--- src/rtl/latch_regfile_dump.sv ---
// NREGS x XLEN register file with one write port, two combinational read ports
// and a valid/ready dump sequencer that streams every register out for readback.
module latch_regfile_dump #(
    parameter int  XLEN     = 4,
    parameter int  NREGS    = 4,
    parameter int  ZERO_REG = 0,
    parameter int  BYPASS   = 0,
    localparam int AW       = $clog2(NREGS)
) (
    input  logic            CLK,
    input  logic            nRST,
    input  logic            WE,
    input  logic [AW-1:0]   WADDR,
    input  logic [XLEN-1:0] WDATA,
    input  logic [AW-1:0]   RADDR1,
    output logic [XLEN-1:0] RDATA1,
    input  logic [AW-1:0]   RADDR2,
    output logic [XLEN-1:0] RDATA2,
    input  logic            DUMP_START,
    output logic            DUMP_BUSY,
    output logic            DUMP_VALID,
    input  logic            DUMP_READY,
    output logic [AW-1:0]   DUMP_ADDR,
    output logic [XLEN-1:0] DUMP_DATA
);

    typedef enum logic [1:0] {
        IDLE = 2'd0,
        LOAD = 2'd1,
        SEND = 2'd2
    } dump_state_t;

    logic [XLEN-1:0] regs_r [NREGS];
    dump_state_t     state_r;
    dump_state_t     next_s;
    logic [AW-1:0]   ptr_r;
    logic [AW-1:0]   addr_r;
    logic [XLEN-1:0] data_r;
    logic            busy_r;
    logic            valid_r;
    logic            busy_s;
    logic            valid_s;
    logic            wr_en_s;
    logic            xfer_s;
    logic            last_s;

    function automatic logic is_zero_addr(input logic [AW-1:0] a);
        return (ZERO_REG != 0) && (a == {AW{1'b0}});
    endfunction

    // A discarded zero-register write is never forwarded because the zero check wins.
    function automatic logic [XLEN-1:0] read_port(
        input logic [AW-1:0]   raddr,
        input logic [XLEN-1:0] stored,
        input logic            wr_en,
        input logic [AW-1:0]   waddr,
        input logic [XLEN-1:0] wdata
    );
        logic [XLEN-1:0] word;
        if (is_zero_addr(raddr)) begin
            word = {XLEN{1'b0}};
        end else if ((BYPASS != 0) && wr_en && (waddr == raddr)) begin
            word = wdata;
        end else begin
            word = stored;
        end
        return word;
    endfunction

    assign wr_en_s = WE && !is_zero_addr(WADDR);
    assign xfer_s  = (state_r == SEND) && DUMP_READY;
    assign last_s  = (ptr_r == AW'(NREGS - 1));

    assign RDATA1 = read_port(RADDR1, regs_r[RADDR1], wr_en_s, WADDR, WDATA);
    assign RDATA2 = read_port(RADDR2, regs_r[RADDR2], wr_en_s, WADDR, WDATA);

    assign DUMP_BUSY  = busy_r;
    assign DUMP_VALID = valid_r;
    assign DUMP_ADDR  = addr_r;
    assign DUMP_DATA  = data_r;

    // Register storage: synchronous clear, then the single write port.
    always_ff @(posedge CLK) begin
        if (!nRST) begin
            for (int i = 0; i < NREGS; i++) begin
                regs_r[i] <= {XLEN{1'b0}};
            end
        end else if (wr_en_s) begin
            regs_r[WADDR] <= WDATA;
        end
    end

    // Dump FSM state register.
    always_ff @(posedge CLK) begin
        if (!nRST) begin
            state_r <= IDLE;
        end else begin
            state_r <= next_s;
        end
    end

    // Dump FSM next-state logic; a START pulse outside IDLE is ignored.
    always_comb begin
        next_s = state_r;
        case (state_r)
            IDLE: begin
                if (DUMP_START) begin
                    next_s = LOAD;
                end else begin
                    next_s = IDLE;
                end
            end
            LOAD: next_s = SEND;
            SEND: begin
                if (xfer_s) begin
                    next_s = last_s ? IDLE : LOAD;
                end else begin
                    next_s = SEND;
                end
            end
            default: next_s = IDLE;
        endcase
    end

    // Dump FSM output decode, taken from the next state so the flags are registered.
    always_comb begin
        busy_s  = (next_s != IDLE);
        valid_s = (next_s == SEND);
    end

    // Dump datapath: word pointer, captured word and registered status flags.
    always_ff @(posedge CLK) begin
        if (!nRST) begin
            ptr_r   <= {AW{1'b0}};
            addr_r  <= {AW{1'b0}};
            data_r  <= {XLEN{1'b0}};
            busy_r  <= 1'b0;
            valid_r <= 1'b0;
        end else begin
            busy_r  <= busy_s;
            valid_r <= valid_s;
            if ((state_r == IDLE) && DUMP_START) begin
                ptr_r <= {AW{1'b0}};
            end else if (xfer_s && !last_s) begin
                ptr_r <= ptr_r + AW'(1);
            end
            // Capture bypasses forwarding: only committed storage is dumped.
            if (state_r == LOAD) begin
                addr_r <= ptr_r;
                data_r <= is_zero_addr(ptr_r) ? {XLEN{1'b0}} : regs_r[ptr_r];
            end
        end
    end

endmodule

--- config.mk ---
export PLATFORM = sky130hd
export DESIGN_NAME = latch_regfile_dump
export DESIGN_NICKNAME = d
export VERILOG_FILES = /design/src/rtl/latch_regfile_dump.sv
export SDC_FILE = /design/constraint.sdc
export NUM_CORES = 1
export LEC_CHECK = 0
export CORE_ASPECT_RATIO = 0.9
export CORE_MARGIN = 2
export CORE_UTILIZATION = 56
export CTS_BUF_LIST = sky130_fd_sc_hd__clkbuf_4
export DETAILED_ROUTE_END_ITERATION = 8
export HOLD_SLACK_MARGIN = 0.08
export PLACE_DENSITY = 0.9
export SLEW_MARGIN = 10
export SYNTH_ARGS = -nofsm -noshare
export SYNTH_HDL_FRONTEND = slang
export SYNTH_SLANG_ARGS = --single-unit
--- constraint.sdc ---
create_clock -name CLK -period 1.85 [get_ports CLK]
set_input_delay 0.37 -clock CLK [delete_from_list [all_inputs] [get_ports CLK]]
set_output_delay 0.37 -clock CLK [all_outputs]
set_load 0.02 [all_outputs]
[After elaboration in Yosys (flattened, before gate mapping)]
Memories as Yosys holds them, arrays and structs flattened. A register that Yosys moved wholly into a read port is not among the register bits.
Cells that the tools add are included.
Word-level totals
  flip-flop bits (word level): 8
  RAM bits: 16
  input port bits: 15
  logic and storage cells: 32
  memories kept: 1
Memories
  regs_r: depth 4, width 4, rd ports 3, clocked after memory_dff 1, write ports 4, line 33  | logic [XLEN-1:0] regs_r [NREGS];
Cells by class
  add/subtract/negate cells: 1
  eq/ne operators: 4
  mux-type cells: 11
  bitwise gates (word level): 1
  reductions and logical operators: 9
Operator list (number)
  1-bit 2-to-1 mux: 7
  2-bit == test, second input constant: 3
  2-bit one-hot mux with 3 select lines: 1
  2-bit 2-to-1 mux: 2
  4-bit 2-to-1 mux: 1
  4-bit OR reduction: 1
  1-bit logical AND: 3
  2-bit by 1-bit adder with 2-bit output, second input constant: 1
  2-bit by 1-bit == test with 1-bit output, second input constant: 1
  1-bit logical NOT: 2
  2-bit logical NOT: 1
  2-bit nonzero test: 1
  2-bit OR reduction: 1
  1-bit NOT: 1

[Depth between registers and ports, before layout]
Gate-level depths: netlist (run 1).
  depth in word-level cells: 5
  gate-level depth with buffers: 4
  mapped depth without buffers: 4

[Worst setup path after synthesis (run 1)]
OpenSTA, ideal clock, no wires.
  kind: input to output
  start point: in RADDR1[0]
  end point: out RDATA1[0]
  arrival: 0.916 ns
  required time: 1.480 ns
  setup slack: 0.564 ns
  cell stages on the path: 1
  cells stage by stage: mux4_2
On the way
  word-level cells in the longest chain between the ends: 1
RTL lines
  start, declared: line 15  | input logic [AW-1:0] RADDR1,
  memory read 4 x 4 bit
  end, declared: line 16  | output logic [XLEN-1:0] RDATA1,
Every way passes these cells.

==> flow_summary.ini, run 1 <==
[status]
status = finished clean

[global_route]
antenna_found_initial = 0
grt_max_degree = 24
grt_pass1_vias = 1067
grt_use_total_pct = 23.7
grt_overflow = 0
grt_pass1_wl_microns = 5220

[final_layout]
drive_gt1_share_pct = 22.1
area_growth_syn_to_layout_pct = 24.9
fin_nets = 166
n_fill_cell = 182
num_antenna_cells = 0

[floorplan]
coreArea_sq_um = 2470
rows = 17
initial_core_util_pct = 59.2
dieArea_sq_um = 3030
fp.dieH_microns = 52.5
ioPinCount = 31
die_x_microns = 57.8

[detailed_routing]
ant_nets = 0
post_drt_via_cell_ratio = 6.11
drt_iter0_markers = 41
drc = 0
wire_per_inst_microns = 18.1
finalWirelength_microns = 3200
vias = 1081
drtPass1Iterations = 4

[sta]
fin_crit_ns = 1.84
worst_pin_slew_ns = 0.570
slew_headroom_pct = 61.6
finClkSkew_ns = 0.00124
clock.fmax_ghz = 0.544
final.setup.worst_slack_ns = 0.0130
setup_viol = 0
hold-worst-slack_ns = 0.493
period_share_pct = 99.3
rsz0062_at_grt = true
final-hold-violation-count = 0
timing.final.max_slew_violations = 0

[yosys]
async_reset_ff_share_pct = 0
synth_nets = 130
seq_area_frac_synth_pct = 49.3
synthFlopType = edfxtp_1
synthDistinctLibCells = 33
synthTopCellsByCount = edfxtp_1, and2_1, dfxtp_1
synth.most_common_cell = edfxtp_1
synth_edf_count = 16
postSynthCellCount = 114
avgSynthCellArea_sq_um = 12.8
synth_seq_cells = 28
synth-warning-count = 0
synth_largest_area_cell = edfxtp_1
yosysTopAreaCellShare_pct = 32.9
synth_area_leaders = edfxtp_1, dfxtp_1, mux4_2
netlist_area_sq_um = 1460

[power_and_ir_drop]
power_density_nw_per_um2 = 692
max-vdd-ir-drop_uv = 536
power_leakage_nw = 0.666
total_power_mw = 1.26

[critical_path]
crit_fanout = 3
critPathLaunchType = flip-flop
critPathCaptureType = output pin
startpoint = regs_r[3][1]$_DFFE_PP_
critPathKind = flip-flop to output pin
r2r-start = state_r[0]$_SDFF_PN0_
rr_endpoint = DUMP_DATA[2]$_SDFFE_PN0N_
rrSetupSlack_ns = 0.49
arrival_ns = 1.47
reg2regPathDepth = 3
required_ns = 1.48

[clock_network]
clock_path_buffers = 2
holdBufCountCts = 0
cts_sinks = 28
cts_tree = done
cts_root_buffer = clkbuf_4
path_clk_slew_ns = 0.14
clk_latency_ns = 0.34
htree_levels = 1
cts_made_buffers = 3

[min_path]
hp-class = flip-flop to flip-flop
hold_path_end = DUMP_ADDR[0]$_SDFFE_PN0N_
hp-start = DUMP_ADDR[0]$_SDFFE_PN0N_
whs_path_depth = 2

[placed_design]
io_buffers = 30
post-place-ws_ns = -0.645
finalWeightedCongestion = 0.772

[run]
cap_violations = 0
## placed cells by master (no fill, tap or decap), types with 2 or more instances in the layout
cell	count
a21boi_0	2
and2_1	12
and3_1	4
buf_2	3
buf_4	6
buf_6	5
clkbuf_4	3
clkdlybuf4s50_1	20
dfxtp_1	12
edfxtp_1	16
mux2i_1	11
mux4_2	8
nand2_1	8
nand2b_1	3
nand3_1	5
nor2_1	3
nor3b_1	2
nor3b_2	2
o21a_1	2
o21ai_0	2
o221ai_1	3
o31ai_1	2
## power breakdown
part | total [mW] | switching (mW) | leakage [nW] | internal, mW
sequential | 0.738 | 0.0388 | 0.254 | 0.699
combinational | 0.263 | 0.124 | 0.394 | 0.140
clock | 0.262 | 0.181 | 0.0181 | 0.0808
## metal layers
metal | vias to the layer above | wire, microns | track usage, %
li1 | 508 | - | -
met1 | 508 | 1380 | 31.3
met2 | 58 | 1450 | 36.6
met3 | 7 | 293 | 5.43
met4 | 0 | 68 | 12.4
met5 | - | 0 | 0
## through the flow
stage | utilization (%) | cell area [sq um] | cells | setup TNS, ns
finish | 74.0 | 1830 | 177 | 0
global route | 74.0 | 1830 | 177 | -0.0613
CTS | 72.7 | 1790 | 176 | 0
detailed placement | 72.7 | 1790 | 171 | -4.98
global placement | 72.7 | 1790 | 171 | -4.66
floorplan | - | 1460 | 114 | 0
## critical path, stage by stage (launching register included)
cell,delay (ns)
edfxtp_1,0.47
mux4_2,0.51
buf_6,0.15
## repair_timing
action | in CTS | in global routing
setup buffers | 1 | 1
hold endpoints to repair | 0 | 0
cloned | 0 | 0
resized for setup | 37 | 8
setup endpoints to repair | 8 | 5
## flip-flops by register name, summed over array words and instances (netlist names)
| signal | flops |
|---|---|
| state_r | 2 |
| DUMP_DATA | 4 |
| DUMP_BUSY | 1 |
| ptr_r | 2 |
| DUMP_ADDR | 2 |
| regs_r | 16 |
| DUMP_VALID | 1 |
## worst max-delay path by stage
stage                end  cells past startpoint
2_1_floorplan  RDATA1[0]                      1
3_3_place_gp   RDATA1[1]                      3
3_5_place_dp   RDATA1[0]                      3
4_1_cts        RDATA2[1]                      2
5_1_grt        RDATA1[1]                      2
6_report       RDATA2[1]                      2
## area by class of cell
| type | count | area, sq um | share of cell area (%) |
|---|---|---|---|
| sequential | 28 | 721 | 39.5 |
| multi-input combinational | 80 | 704 | 38.6 |
| timing repair buffer | 36 | 335 | 18.4 |
| tap | 28 | 35.0 | 1.92 |
| clock buffer | 3 | 22.5 | 1.23 |
| clock inverter | 1 | 3.75 | 0.206 |
| inverter | 1 | 3.75 | 0.206 |
## kinds of logic after synthesis
kind of cell,count (synthesis),share of synthesized area [%]
compound gates,15,7.96
fa+ha+maj,1,0.856
flops,28,49.3
mux,19,19.9
buf+inv,6,2.48
simple gates,45,19.5
(Power assumes the default switching activity.)
==> run 2, diff against run 1 <==
==> constraint.sdc (replaced) <==
create_clock -name CLK -period 2.3 [get_ports CLK]
set_input_delay 0.46 -clock CLK [delete_from_list [all_inputs] [get_ports CLK]]
set_output_delay 0.46 -clock CLK [all_outputs]
set_load 0.02 [all_outputs]
==> run 2 against run 1 <==
Effect of this change:
- count of clock-buffer cells in the layout is the same
- clock power shrank 21%
- critical path depth grew 1
- first-iteration DRC count grew 29%
- via count shrank 2.2%
- core utilization shrank 1.2 points
- combinational power shrank 26%
- final area shrank 1.6%
- register-to-register slack gained 0.41 ns
- global-route usage shrank 0.88 points
- largest cell class unchanged
==> flow_summary.ini, run 2 (synthesized netlist as in run 1, its figures left out) <==
[power_and_ir_drop]
power_density_nw_per_um2 = 553
max-vdd-ir-drop_uv = 515
power_leakage_nw = 0.647
total_power_mw = 0.992

[final_layout]
n_fill_cell = 198
num_antenna_cells = 0
fin_cells = 173
drive_gt1_share_pct = 14.5
top_register = regs_r
largest_register_ff_count = 16
postLayoutCellArea_sq_um = 1800
layout_common_cells = clkdlybuf4s50_1, edfxtp_1, dfxtp_1, and2_1, mux2i_1
final_common_cell = clkdlybuf4s50_1
multi_input_area_sq_um = 704
seqCellArea_sq_um = 721
area_growth_syn_to_layout_pct = 22.9
fin_nets = 162

[sta]
slew_headroom_pct = 62.7
final-hold-violation-count = 0
finClkSkew_ns = 0.00227
rsz0062_at_grt = false
hold-worst-slack_ns = 0.476
period_share_pct = 93.8
clock.fmax_ghz = 0.464
setup_viol = 0
fin_crit_ns = 2.16
timing.final.max_slew_violations = 0
worst_pin_slew_ns = 0.553

[floorplan]
initial_core_util_pct = 59.2
ioPinCount = 31
rows = 17
fp.dieH_microns = 52.5
die_x_microns = 57.8
dieArea_sq_um = 3030
coreArea_sq_um = 2470

[global_route]
grt_max_degree = 24
grt_pass1_wl_microns = 5000
antenna_found_initial = 0
grt_pass1_vias = 1009
grt_overflow = 0
grt_use_total_pct = 22.8

[run]
cap_violations = 0

[clock_network]
cts_root_buffer = clkbuf_4
holdBufCountCts = 0
path_clk_slew_ns = 0.14
cts_made_buffers = 3
cts_tree = done
clock_path_buffers = 2
clk_latency_ns = 0.33
htree_levels = 1
cts_sinks = 28

[critical_path]
arrival_ns = 1.70
critPathKind = input pin to output pin
required_ns = 1.84
critPathCaptureType = output pin
crit_fanout = 4
critPathLaunchType = input pin

[placed_design]
post-place-cells = 169
place_area_sq_um = 1780
io_buffers = 30
place_hpwl_microns = 2400
finalWeightedCongestion = 0.777

[detailed_routing]
post_drt_via_cell_ratio = 6.11
drc = 0
wire_per_inst_microns = 17.5
drt_iter0_markers = 53
ant_nets = 0
finalWirelength_microns = 3020
drtPass1Iterations = 4
vias = 1057

[min_path]
hp-class = flip-flop to flip-flop

[status]
status = finished clean
[run 2: cell count changes in the layout (fill, tap and decap cells not counted)]
cell,previous run,this run
buf_6,5,0
buf_4,6,2
clkdlybuf4s15_1,1,2
dlygate4sd2_1,1,8
buf_2,3,0
[run 2: where the power goes]
group          internal (mW)  switching [mW]
sequential             0.562          0.0297
combinational         0.0993          0.0949
clock                 0.0647           0.141
[run 2: final cells by class]
type / instances / area share [%]
multi-input combinational: 80 / 39.2
clock inverter: 1 / 0.209
tap: 28 / 1.95
sequential: 28 / 40.1
inverter: 1 / 0.209
clock buffer: 3 / 1.25
timing repair buffer: 32 / 17.0
[run 2: timing repair]
item                       CTS  global route
setup endpoints to repair    8             0
gates resized for setup     12             0
buffers inserted             0             0
[run 2: final timing paths]
check,startpoint,endpoint,slack (ns),depth (start not counted)
worst max-delay path,RADDR2[1],RDATA2[3],0.14,3
worst min-delay path,DUMP_ADDR[1]$_SDFFE_PN0N_,DUMP_ADDR[1]$_SDFFE_PN0N_,0.48,2
worst max register to register,ptr_r[1]$_SDFFE_PP0P_,ptr_r[1]$_SDFFE_PP0P_,0.90,5
worst min register to register,DUMP_ADDR[1]$_SDFFE_PN0N_,DUMP_ADDR[1]$_SDFFE_PN0N_,0.48,2
[run 2: worst max-delay path, stage by stage]
cell	delay (ns)
clkdlybuf4s50_1	0.58
mux4_2	0.32
dlygate4sd2_1	0.33
[run 2: through the flow]
step                      worst slack, ns  setup TNS [ns]  util (%)
after floorplan                     0.834               0         -
after global placement             -0.318           -2.51      72.1
after detailed placement           -0.377           -2.84      72.1
after CTS                           0.140               0      72.8
after global routing               0.0983               0      72.8
final                               0.143               0      72.8
[run 2: routing by layer]
layer | track usage (%) | vias to the layer above | share of wire (%)
li1 | - | 498 | -
met1 | 32.0 | 503 | 45
met2 | 34.5 | 48 | 45
met3 | 4.44 | 8 | 7.3
met4 | 10.5 | 0 | 2.3
met5 | 0 | - | 0
